`src/rtl/decoder_nto2n_scan.sv`:
```
`default_nettype none
// ============================================================================
// Module   : decoder_nto2n_scan
// Purpose  : N-to-2^N registered one-hot/one-cold decoder with self-timed scan
//            mode that walks the active line with a programmable dwell.
// Revision : 1.0 - initial release
// ============================================================================
module decoder_nto2n_scan #(
    parameter int N          = 2,
    parameter int DWELL_W    = 8,
    parameter int ACTIVE_LOW = 0
) (
    input  logic                 clk,
    input  logic                 rst,
    input  logic                 en,
    input  logic                 mode,
    input  logic [N-1:0]         sel,
    input  logic [DWELL_W-1:0]   dwell,
    input  logic                 load,
    output logic [(2**N)-1:0]    Q,
    output logic [N-1:0]         idx,
    output logic                 wrap,
    output logic                 busy
);

    localparam int              c_W        = 2**N;
    localparam logic [c_W-1:0]  c_INACTIVE = (ACTIVE_LOW != 0) ? {c_W{1'b1}} : {c_W{1'b0}};

    typedef enum logic [1:0] {
        S_IDLE   = 2'd0,
        S_DIRECT = 2'd1,
        S_SCAN   = 2'd2
    } state_t;

    state_t               r_state;
    logic [c_W-1:0]       r_q;
    logic [N-1:0]         r_idx;
    logic [DWELL_W-1:0]   r_cnt;
    logic                 r_wrap;
    logic                 r_busy;
    logic [N-1:0]         w_idx_inc;

    function automatic logic [c_W-1:0] f_decode(input logic [N-1:0] s);
        logic [c_W-1:0] v;
        v    = '0;
        v[s] = 1'b1;
        return (ACTIVE_LOW != 0) ? ~v : v;
    endfunction

    assign w_idx_inc = r_idx + N'(1);

    always_ff @(posedge clk) begin
        if (rst) begin
            r_state <= S_IDLE;
            r_q     <= c_INACTIVE;
            r_idx   <= '0;
            r_cnt   <= '0;
            r_wrap  <= 1'b0;
            r_busy  <= 1'b0;
        end else begin
            r_wrap <= 1'b0;
            if (!en) begin
                // idx deliberately keeps its last value while idle
                r_state <= S_IDLE;
                r_q     <= c_INACTIVE;
                r_cnt   <= '0;
                r_busy  <= 1'b0;
            end else if (!mode) begin
                r_state <= S_DIRECT;
                r_idx   <= sel;
                r_q     <= f_decode(sel);
                r_cnt   <= '0;
                r_busy  <= 1'b0;
            end else begin
                r_state <= S_SCAN;
                r_busy  <= 1'b1;
                if ((r_state != S_SCAN) || load) begin
                    r_idx <= sel;
                    r_q   <= f_decode(sel);
                    r_cnt <= '0;
                end else if (r_cnt == dwell) begin
                    r_idx  <= w_idx_inc;
                    r_q    <= f_decode(w_idx_inc);
                    r_cnt  <= '0;
                    r_wrap <= (w_idx_inc == '0);
                end else begin
                    r_cnt <= r_cnt + DWELL_W'(1);
                end
            end
        end
    end

    assign Q    = r_q;
    assign idx  = r_idx;
    assign wrap = r_wrap;
    assign busy = r_busy;

endmodule
`default_nettype wire

```
`config.mk`:
```
export PLATFORM = sky130hd
export DESIGN_NAME = decoder_nto2n_scan
export DESIGN_NICKNAME = d
export VERILOG_FILES = /design/src/rtl/decoder_nto2n_scan.sv
export SDC_FILE = /design/constraint.sdc
export NUM_CORES = 1
export LEC_CHECK = 0
export CORE_UTILIZATION = 47
export CTS_BUF_LIST = sky130_fd_sc_hd__clkbuf_4
export CTS_CLUSTER_DIAMETER = 40
export DETAILED_ROUTE_END_ITERATION = 8
export PLACE_DENSITY = 0.79
export SYNTH_ARGS = -nofsm -noshare
export SYNTH_HDL_FRONTEND = slang
export SYNTH_SLANG_ARGS = --single-unit
export TNS_END_PERCENT = 5
```
`constraint.sdc`:
```
create_clock -name clk -period 3.2 [get_ports clk]
set_input_delay 0.64 -clock clk [delete_from_list [all_inputs] [get_ports clk]]
set_output_delay 0.64 -clock clk [all_outputs]
set_load 0.01 [all_outputs]
```
==> results of run 1 <==
-- state kept, by name (all words and copies together), names as in the netlist --
signal	count
wrap	1
idx	2
Q	4
r_cnt	8
r_state	2
-- power groups by stage --
| stage | Sequential [W] | Combinational [W] | Clock [W] |
|---|---|---|---|
| finish | 0.000219 | 0.0000552 | 0.000123 |
| global route | 0.000220 | 0.0000609 | 0.000134 |
| CTS | 0.000219 | 0.0000554 | 0.000128 |
| detailed placement | 0.000224 | 0.0000551 | 0 |
| global placement | 0.000224 | 0.0000546 | 0 |
| floorplan | 0.000225 | 0.0000223 | 0 |
-- cell type report --
cell class | instances | area (µm²)
clock buffers | 4 | 30.0
well taps | 25 | 31.3
multi-input cells | 83 | 559
inverters | 4 | 15.0
fillers | 165 | 598
repair buffers | 23 | 228
flip-flops and latches | 17 | 340
-- cell usage after synthesis (2+ instances only) --
cell type / instances
clkbuf_1: 4
a31oi_1: 2
or4_1: 4
xor2_1: 2
dfxtp_1: 17
and3_1: 2
nor4_1: 7
nand4_1: 3
ha_1: 5
nand2_1: 4
o21ai_0: 9
and4_1: 4
nand2b_1: 2
xnor2_1: 12
inv_1: 4
nand3_1: 5
buf_2: 2
nor2_1: 12
-- cell families (layout without fill, tap and decap cells) --
family | after synthesis | in the layout | synth area share
buffers and inverters | 10 | 31 | 0.0426
DFF | 17 | 17 | 0.362
adders and majority gates | 5 | 5 | 0.0666
AOI/OAI and AO/OA | 13 | 13 | 0.0746
xor gates and xnor gates | 14 | 14 | 0.130
and+or+nand+nor | 50 | 50 | 0.312
muxes | 1 | 1 | 0.0120
-- final timing paths --
kind	start	to	slack, ns
max	dwell[0]	Q[0]	1.00
min	r_cnt[0]	r_cnt[0]	0.53
max reg2reg	r_cnt[1]	Q[0]	1.39
min reg2reg	r_cnt[0]	r_cnt[0]	0.53
-- worst reg2reg max path: cells and delay by family (launching register included) --
kind / cells / cell delay, ns
xor+xnor: 1 / 0.22
flops: 1 / 0.35
simple gates: 3 / 1.15
-- through the flow --
stage                     hold slack [ns]  cell area [µm²]  worst slack (ns)  power (W)  std cells
after floorplan                     0.478              940              1.37   0.000247        110
after global placement              0.519             1170             0.711   0.000278        152
after detailed placement            0.521             1170             0.703   0.000279        152
after CTS                           0.539             1200              1.01   0.000402        156
after global routing                0.573             1200             0.887   0.000414        156
final                               0.532             1200              1.00   0.000397        156
-- metal layers --
metal | track usage | vias up
met4 | 0.103 | 0
met5 | 0 | -
met1 | 0.260 | 381
met2 | 0.314 | 31
li1 | - | 439
met3 | 0.0392 | 9
==> out/results.tsv, run 1 <==
metric	value	unit
portBuffers	22	
cts_made_buffers	3	
wl_met3	107	µm
place.gp.congestion	0.764	
synth_top_area_share	0.362	
min_period	2.20	ns
track_usage	0.200	
p_int	0.000305	W
wl	1900	µm
slew_viol_final	0	
mostFrequentLayoutCells	clkdlybuf4s50_1, dfxtp_1, xnor2_1, nor2_1, o21ai_0	
path_class	input pin to flop	
synth_top_flop_cell	dfxtp_1	
syn-num-nets	130	
cp_num_cells	5	
dr.pass1.iters	4	
drv_cap	0	
start_util	0.522	
ff2ff_path_depth	4	
layout_commonest_cell	clkdlybuf4s50_1	
vias	860	
clock-skew-final	0.00285	ns
wl_met2	823	µm
synth-seq-cells	17	
die_h	46.7	µm
max_freq	0.455	GHz
cts.clk_slew.worst_paths	0.10	ns
first_iter_violations	10	
synth.cell_area	940	µm²
power-per-cell-area	330	nW/µm²
yosysWarnings	0	
p_seq_frac	0.551	
crit_path_max_fanout	11	
nets	152	
leakagePower	0.423	nW
synth-seq-area-share	0.362	
antenna_found_initial	0	
dp_hpwl	1440	µm
tns	0	ns
worst_slew_pin_slew	0.482	ns
crit_path_start_kind	input pin	
avgSynthCellArea	8.54	µm²
fin_util	0.668	
slew_headroom	0.677	
drive_above_1_share	0.0534	
insertion_delay	0.29	ns
die_x	46.7	µm
syn_inst	110	
netlist.top_cell.by_area	dfxtp_1	
area_growth_syn_to_layout	28.1	%
cts_hold_buffers	0	
grt_max_degree	27	
min_period_over_period	0.687	
setup_viol_count_final	0	
grt_pass1_wl	3060	µm
ys_types	28	
synth_area_leaders	dfxtp_1, xnor2_1, ha_1	
whs_path_depth	1	
highest-signal-layer	met4	
rsz0062_at_grt	no	
hold_viol_final	0	
p_sw_frac	0.233	
arrival	2.39	ns
overflow	0	
post_cts.repair.setup_buffers	0	
fp.dieArea	2180	µm²
cts.path.max_buffers	2	
cp_data_required_time	3.40	ns
ant_nets	0	
cp_slowest_cell	or4_1	
std_cell_rows	15	
n_antenna_cell	0	
max-vdd-ir-drop	0.000162	V
placeableCoreArea	1800	µm²
synthArstFlopShare	0	
crit_family	simple AND/OR/NAND/NOR gates	
combPwrFrac	0.139	
crit_path_cell_trace	clkdlybuf4s50_1, xnor2_1, nand4_1, or4_1, and4_1	
grt_pass1_vias	738	
io-pin-count	23	
cts_sinks	17	
routed_via_density	5.51	
cts_root_buffer	clkbuf_4	
routedLengthMet1	895	µm
cts-resized-gates	0	
min-delay-path-class	flop to flop	
drc	0	
end_kind	flop	
wl_per_cell	12.2	µm
synth_edf_count	0	
cts_tree	built	
power.switching	0.0000925	W
htree_levels	1	
status	finished, final reports clean	
critPathBufInv	1	
cp_slowest_stage_delay	0.60	ns
clkPwrFrac	0.310	
Note: power is estimated with default switching activity, not from simulation.
==> run 2: changes to the inputs <==
--- a/config.mk
+++ b/config.mk
@@ -5,7 +5,7 @@
 export SDC_FILE = /design/constraint.sdc
 export NUM_CORES = 1
 export LEC_CHECK = 0
-export CORE_UTILIZATION = 47
+export CORE_UTILIZATION = 45
 export CTS_BUF_LIST = sky130_fd_sc_hd__clkbuf_4
 export CTS_CLUSTER_DIAMETER = 40
 export DETAILED_ROUTE_END_ITERATION = 8
==> constraint.sdc (replaced) <==
create_clock -name clk -period 2 [get_ports clk]
set_input_delay 0.4 -clock clk [delete_from_list [all_inputs] [get_ports clk]]
set_output_delay 0.4 -clock clk [all_outputs]
set_load 0.01 [all_outputs]
==> out/results.tsv, run 2 (synthesis gave the netlist of run 1 again) <==
metric	value	unit	change
arrival	2.03	ns	-0.36 ns
p_sw_frac	0.257		+0.0245
layout_commonest_cell	clkdlybuf4s50_1		
cts_sinks	17		unchanged
nets	159		+4.6%
rsz0062_at_grt	no		
total_power	0.000639	W	+61%
cts-resized-gates	0		unchanged
clock-skew-final	0.00133	ns	-0.00152 ns
die_h	47.7	µm	+2.1%
power.switching	0.000164	W	+78%
grt_pass1_vias	789		+6.9%
cp_slowest_cell	or4_1		
cts_tree	built		
drc	0		unchanged
cts.clk_slew.worst_paths	0.11	ns	about the same
post_cts.repair.setup_buffers	0		unchanged
crit_path_cell_trace	clkdlybuf4s50_1, xnor2_1, nand4_1, or4_1, and4_1		
insertion_delay	0.30	ns	about the same
htree_levels	1		unchanged
regMostFlops	r_cnt		
tns	0	ns	unchanged
min_period_over_period	0.912		
path_class	input pin to flop		
drive_above_1_share	0.101		+0.0480
preCtsSetupSlack	-0.153	ns	-0.856 ns
cts.path.max_buffers	2		unchanged
antenna_found_initial	0		unchanged
fp.dieArea	2270	µm²	+4.2%
max-vdd-ir-drop	0.000389	V	+140%
routed_via_density	5.41		-1.8%
largest_reg_flops	8		unchanged
track_usage	0.213		+0.0128
max_freq	0.548	GHz	
dr.pass1.iters	6		+2
min_period	1.82	ns	
die_x	47.7	µm	+2.1%
cp_data_required_time	2.20	ns	-1.20 ns
p_int	0.000475	W	+56%
overflow	0		unchanged
power-per-cell-area	509	nW/µm²	+54%
hold_viol_final	0		unchanged
p_seq_frac	0.548		-0.003
portBuffers	22		unchanged
leakagePower	0.453	nW	+7.1%
slew_viol_final	0		unchanged
ant_nets	0		unchanged
area_growth_syn_to_layout	33.7	%	
cts_root_buffer	clkbuf_4		
first_iter_violations	16		+6
cp_slowest_stage_delay	0.56	ns	-0.04 ns
wl	2160	µm	+14%
grt_max_degree	11		-59%
place.gp.congestion	0.852		+11%
vias	893		+3.8%
start_util	0.479		-0.0426
cts_hold_buffers	0		unchanged
fin_ws	0.176	ns	-0.825 ns
worst_slew_pin_slew	0.436	ns	-0.0460 ns
wl_per_cell	13.1	µm	+7.8%
cts_made_buffers	3		unchanged
fin_util	0.640		-0.0277
grt_pass1_wl	3320	µm	+8.6%
end_kind	flop		
io-pin-count	23		unchanged
status	finished, final reports clean		
slew_headroom	0.709		+0.0319
mostFrequentLayoutCells	clkdlybuf4s50_1, dfxtp_1, xnor2_1, nor2_1, o21ai_0		
crit_path_start_kind	input pin		
n_fill_cell	179		+8.5%
combPwrFrac	0.148		+0.009
crit_path_max_fanout	6		-5
clkPwrFrac	0.304		-0.006
dp_hpwl	1720	µm	+20%
std_cell_rows	16		+1
drv_cap	0		unchanged
min-delay-path-class	flop to flop		
n_antenna_cell	0		unchanged
setup_viol_count_final	0		unchanged
placeableCoreArea	1960	µm²	+8.9%
## run 2: worst paths after layout
path	startpoint	slack [ns]	end	cells past startpoint
worst max-delay path	dwell[5]	0.18	Q[0]	5
worst min-delay path	r_cnt[0]	0.52	r_cnt[0]	1
worst max register to register	r_cnt[5]	0.33	Q[0]	4
worst min register to register	r_cnt[0]	0.52	r_cnt[0]	1
## run 2: power groups by stage
stage	logic (W)	registers [W]	clock network, W
after global routing	0.000103	0.000352	0.000214
after CTS	0.0000946	0.000350	0.000197
final	0.0000944	0.000350	0.000195
after global placement	0.0000918	0.000358	0
after floorplan	0.0000357	0.000360	0
after detailed placement	0.0000942	0.000358	0
## run 2: through the flow
stage                     cells  area (µm²)  hold WS, ns
after floorplan             110         940        0.469
after global placement      161        1230        0.493
after detailed placement    161        1230        0.499
after CTS                   165        1260        0.515
after global routing        165        1260        0.566
final                       165        1260        0.516
## run 2: cell type report
class,instances,area [µm²],share of cell area
Multi-Input combinational cell,83,559,0.445
Inverter,4,15.0,0.0120
Sequential cell,17,340,0.271
Clock buffer,3,22.5,0.0179
Clock inverter,1,5.00,0.00398
Tap cell,27,33.8,0.0269
Timing Repair Buffer,30,280,0.223
## run 2: routing by layer
layer | global-route usage | vias to the layer above | wire length, µm | share of wire
met1 | 0.255 | 414 | 951 | 0.44
met5 | 0 | - | 0 | 0
li1 | - | 450 | - | -
met3 | 0.0453 | 4 | 100 | 0.046
met2 | 0.370 | 25 | 1090 | 0.50
met4 | 0.0833 | 0 | 25 | 0.012
## run 2: critical path: cells and delay by family
kind / cells / cell delay [ns]
XOR/XNOR: 1 / 0.21
AND/OR/NAND/NOR: 3 / 0.99
buffers and inverters: 1 / 0.43
==> run 3: changes to the inputs <==
--- a/config.mk
+++ b/config.mk
@@ -9,7 +9,9 @@
 export CTS_BUF_LIST = sky130_fd_sc_hd__clkbuf_4
 export CTS_CLUSTER_DIAMETER = 40
 export DETAILED_ROUTE_END_ITERATION = 8
+export GPL_TIMING_DRIVEN = 0
 export PLACE_DENSITY = 0.79
+export SKIP_CTS_REPAIR_TIMING = 1
 export SYNTH_ARGS = -nofsm -noshare
 export SYNTH_HDL_FRONTEND = slang
 export SYNTH_SLANG_ARGS = --single-unit
==> out/results.tsv, run 3 (synthesis gave the netlist of run 1 again) <==
metric	value	unit	change
ant_nets	0		unchanged
p_seq_frac	0.556		+0.008
die_x	47.7	µm	unchanged
track_usage	0.213		+0.000330
setup_viol_count_final	0		unchanged
placed_cell_area	1190	µm²	-2.9%
crit_path_max_fanout	10		+4
htree_levels	1		unchanged
cts.path.max_buffers	2		unchanged
wl	2160	µm	-0.23%
n_antenna_cell	0		unchanged
end_kind	flop		
layout_commonest_cell	clkdlybuf4s50_1		
status	finished, final reports clean		
rsz0062_at_grt	no		
mostFrequentLayoutCells	clkdlybuf4s50_1, dfxtp_1, xnor2_1, nor2_1, o21ai_0		
cts_tree	built		
std_cell_rows	16		unchanged
area_growth_syn_to_layout	30.0	%	
slew_headroom	0.634		-0.0748
routed_via_density	5.48		+1.3%
final_cells	163		-1.2%
hold_slack	0.525	ns	+0.00990 ns
hold_viol_final	0		unchanged
drive_above_1_share	0.0588		-0.0426
overflow	0		unchanged
power-per-cell-area	516	nW/µm²	+1.5%
worst_slew_pin_slew	0.546	ns	+0.110 ns
dp_cells	159		-1.2%
dp_hpwl	1640	µm	-4.6%
ff2ff_path_depth	5		+1
io-pin-count	23		unchanged
crit_path_start_kind	input pin		
insertion_delay	0.29	ns	about the same
p_sw_frac	0.251		-0.00591
antenna_found_initial	0		unchanged
grt_pass1_vias	827		+4.8%
first_iter_violations	21		+5
start_util	0.479		unchanged
cts_root_buffer	clkbuf_4		
total_power	0.000631	W	-1.3%
max-vdd-ir-drop	0.000332	V	-15%
combPwrFrac	0.147		about the same
clock-skew-final	0.00199	ns	+0.000661 ns
path_class	input pin to flop		
placeableCoreArea	1960	µm²	unchanged
drv_cap	0		unchanged
die_h	47.7	µm	unchanged
fp.dieArea	2270	µm²	unchanged
cp_data_required_time	2.19	ns	about the same
dr.pass1.iters	4		-2
cts.clk_slew.worst_paths	0.10	ns	about the same
p_int	0.000472	W	-0.54%
portBuffers	22		unchanged
power.switching	0.000159	W	-3.6%
drc	0		unchanged
regMostFlops	r_cnt		
cts_made_buffers	3		unchanged
nets	157		-1.3%
vias	894		+0.11%
grt_pass1_wl	3440	µm	+3.8%
cts_sinks	17		unchanged
slew_viol_final	0		unchanged
grt_max_degree	11		unchanged
clkPwrFrac	0.297		-0.007
largest_reg_flops	8		unchanged
arrival	2.10	ns	+0.07 ns
min-delay-path-class	flop to flop		
min_period	1.91	ns	+0.0876 ns
fin_util	0.622		-0.0179
final_area	1220	µm²	-2.8%
place.gp.congestion	0.809		-5.0%
whs_path_depth	1		unchanged
wl_per_cell	13.2	µm	+0.99%
max_freq	0.523	GHz	-4.6%
min_period_over_period	0.956		+0.0438
leakagePower	0.428	nW	-5.6%
run 3: cell count changes in the layout (fill, tap and decap cells not counted), sizes merged:
| cell | change |
|---|---|
| clkbuf | +4 |
| buf | -6 |
run 3: power groups by stage:
stage | Clock, W | Sequential (W) | Combinational (W)
4_1_cts | 0.000190 | 0.000350 | 0.0000923
3_3_place_gp | 0 | 0.000358 | 0.0000891
3_5_place_dp | 0 | 0.000358 | 0.0000918
5_1_grt | 0.000205 | 0.000352 | 0.000102
6_report | 0.000187 | 0.000351 | 0.0000926
2_1_floorplan | 0 | 0.000360 | 0.0000357
run 3: worst paths after layout:
| path | slack, ns | startpoint | to |
|---|---|---|---|
| setup / recovery | 0.09 | dwell[6] | Q[1] |
| hold / removal | 0.53 | r_cnt[0] | r_cnt[0] |
| setup reg to reg | 0.25 | r_cnt[6] | Q[1] |
| hold reg to reg | 0.53 | r_cnt[0] | r_cnt[0] |
run 3: per-layer routing:
layer	wire [µm]	GRT usage
met2	1070	0.370
met5	0	0
met3	116	0.0453
met4	40	0.100
met1	928	0.249
run 3: critical path, cell delays in order:
cell	delay [ns]
clkdlybuf4s50_1	0.42
xnor2_1	0.22
nand4_1	0.15
buf_2	0.20
or4_1	0.51
and4_1	0.21
run 3: metrics by stage:
step	setup TNS, ns	setup WS (ns)
after floorplan	0	0.409
after CTS	0	0.0914
final	0	0.0887
after global routing	0	0.0242
after detailed placement	-1.68	-0.219
after global placement	-0.998	-0.125
run 3: cell type report:
class,count,area (µm²)
repair buffers,22,220
plain buffers,6,25.0
clock inverters,1,5.00
clock buffers,3,22.5
flip-flops and latches,17,340
fillers,183,741
inverters,4,15.0
well taps,27,33.8
multi-input cells,83,559
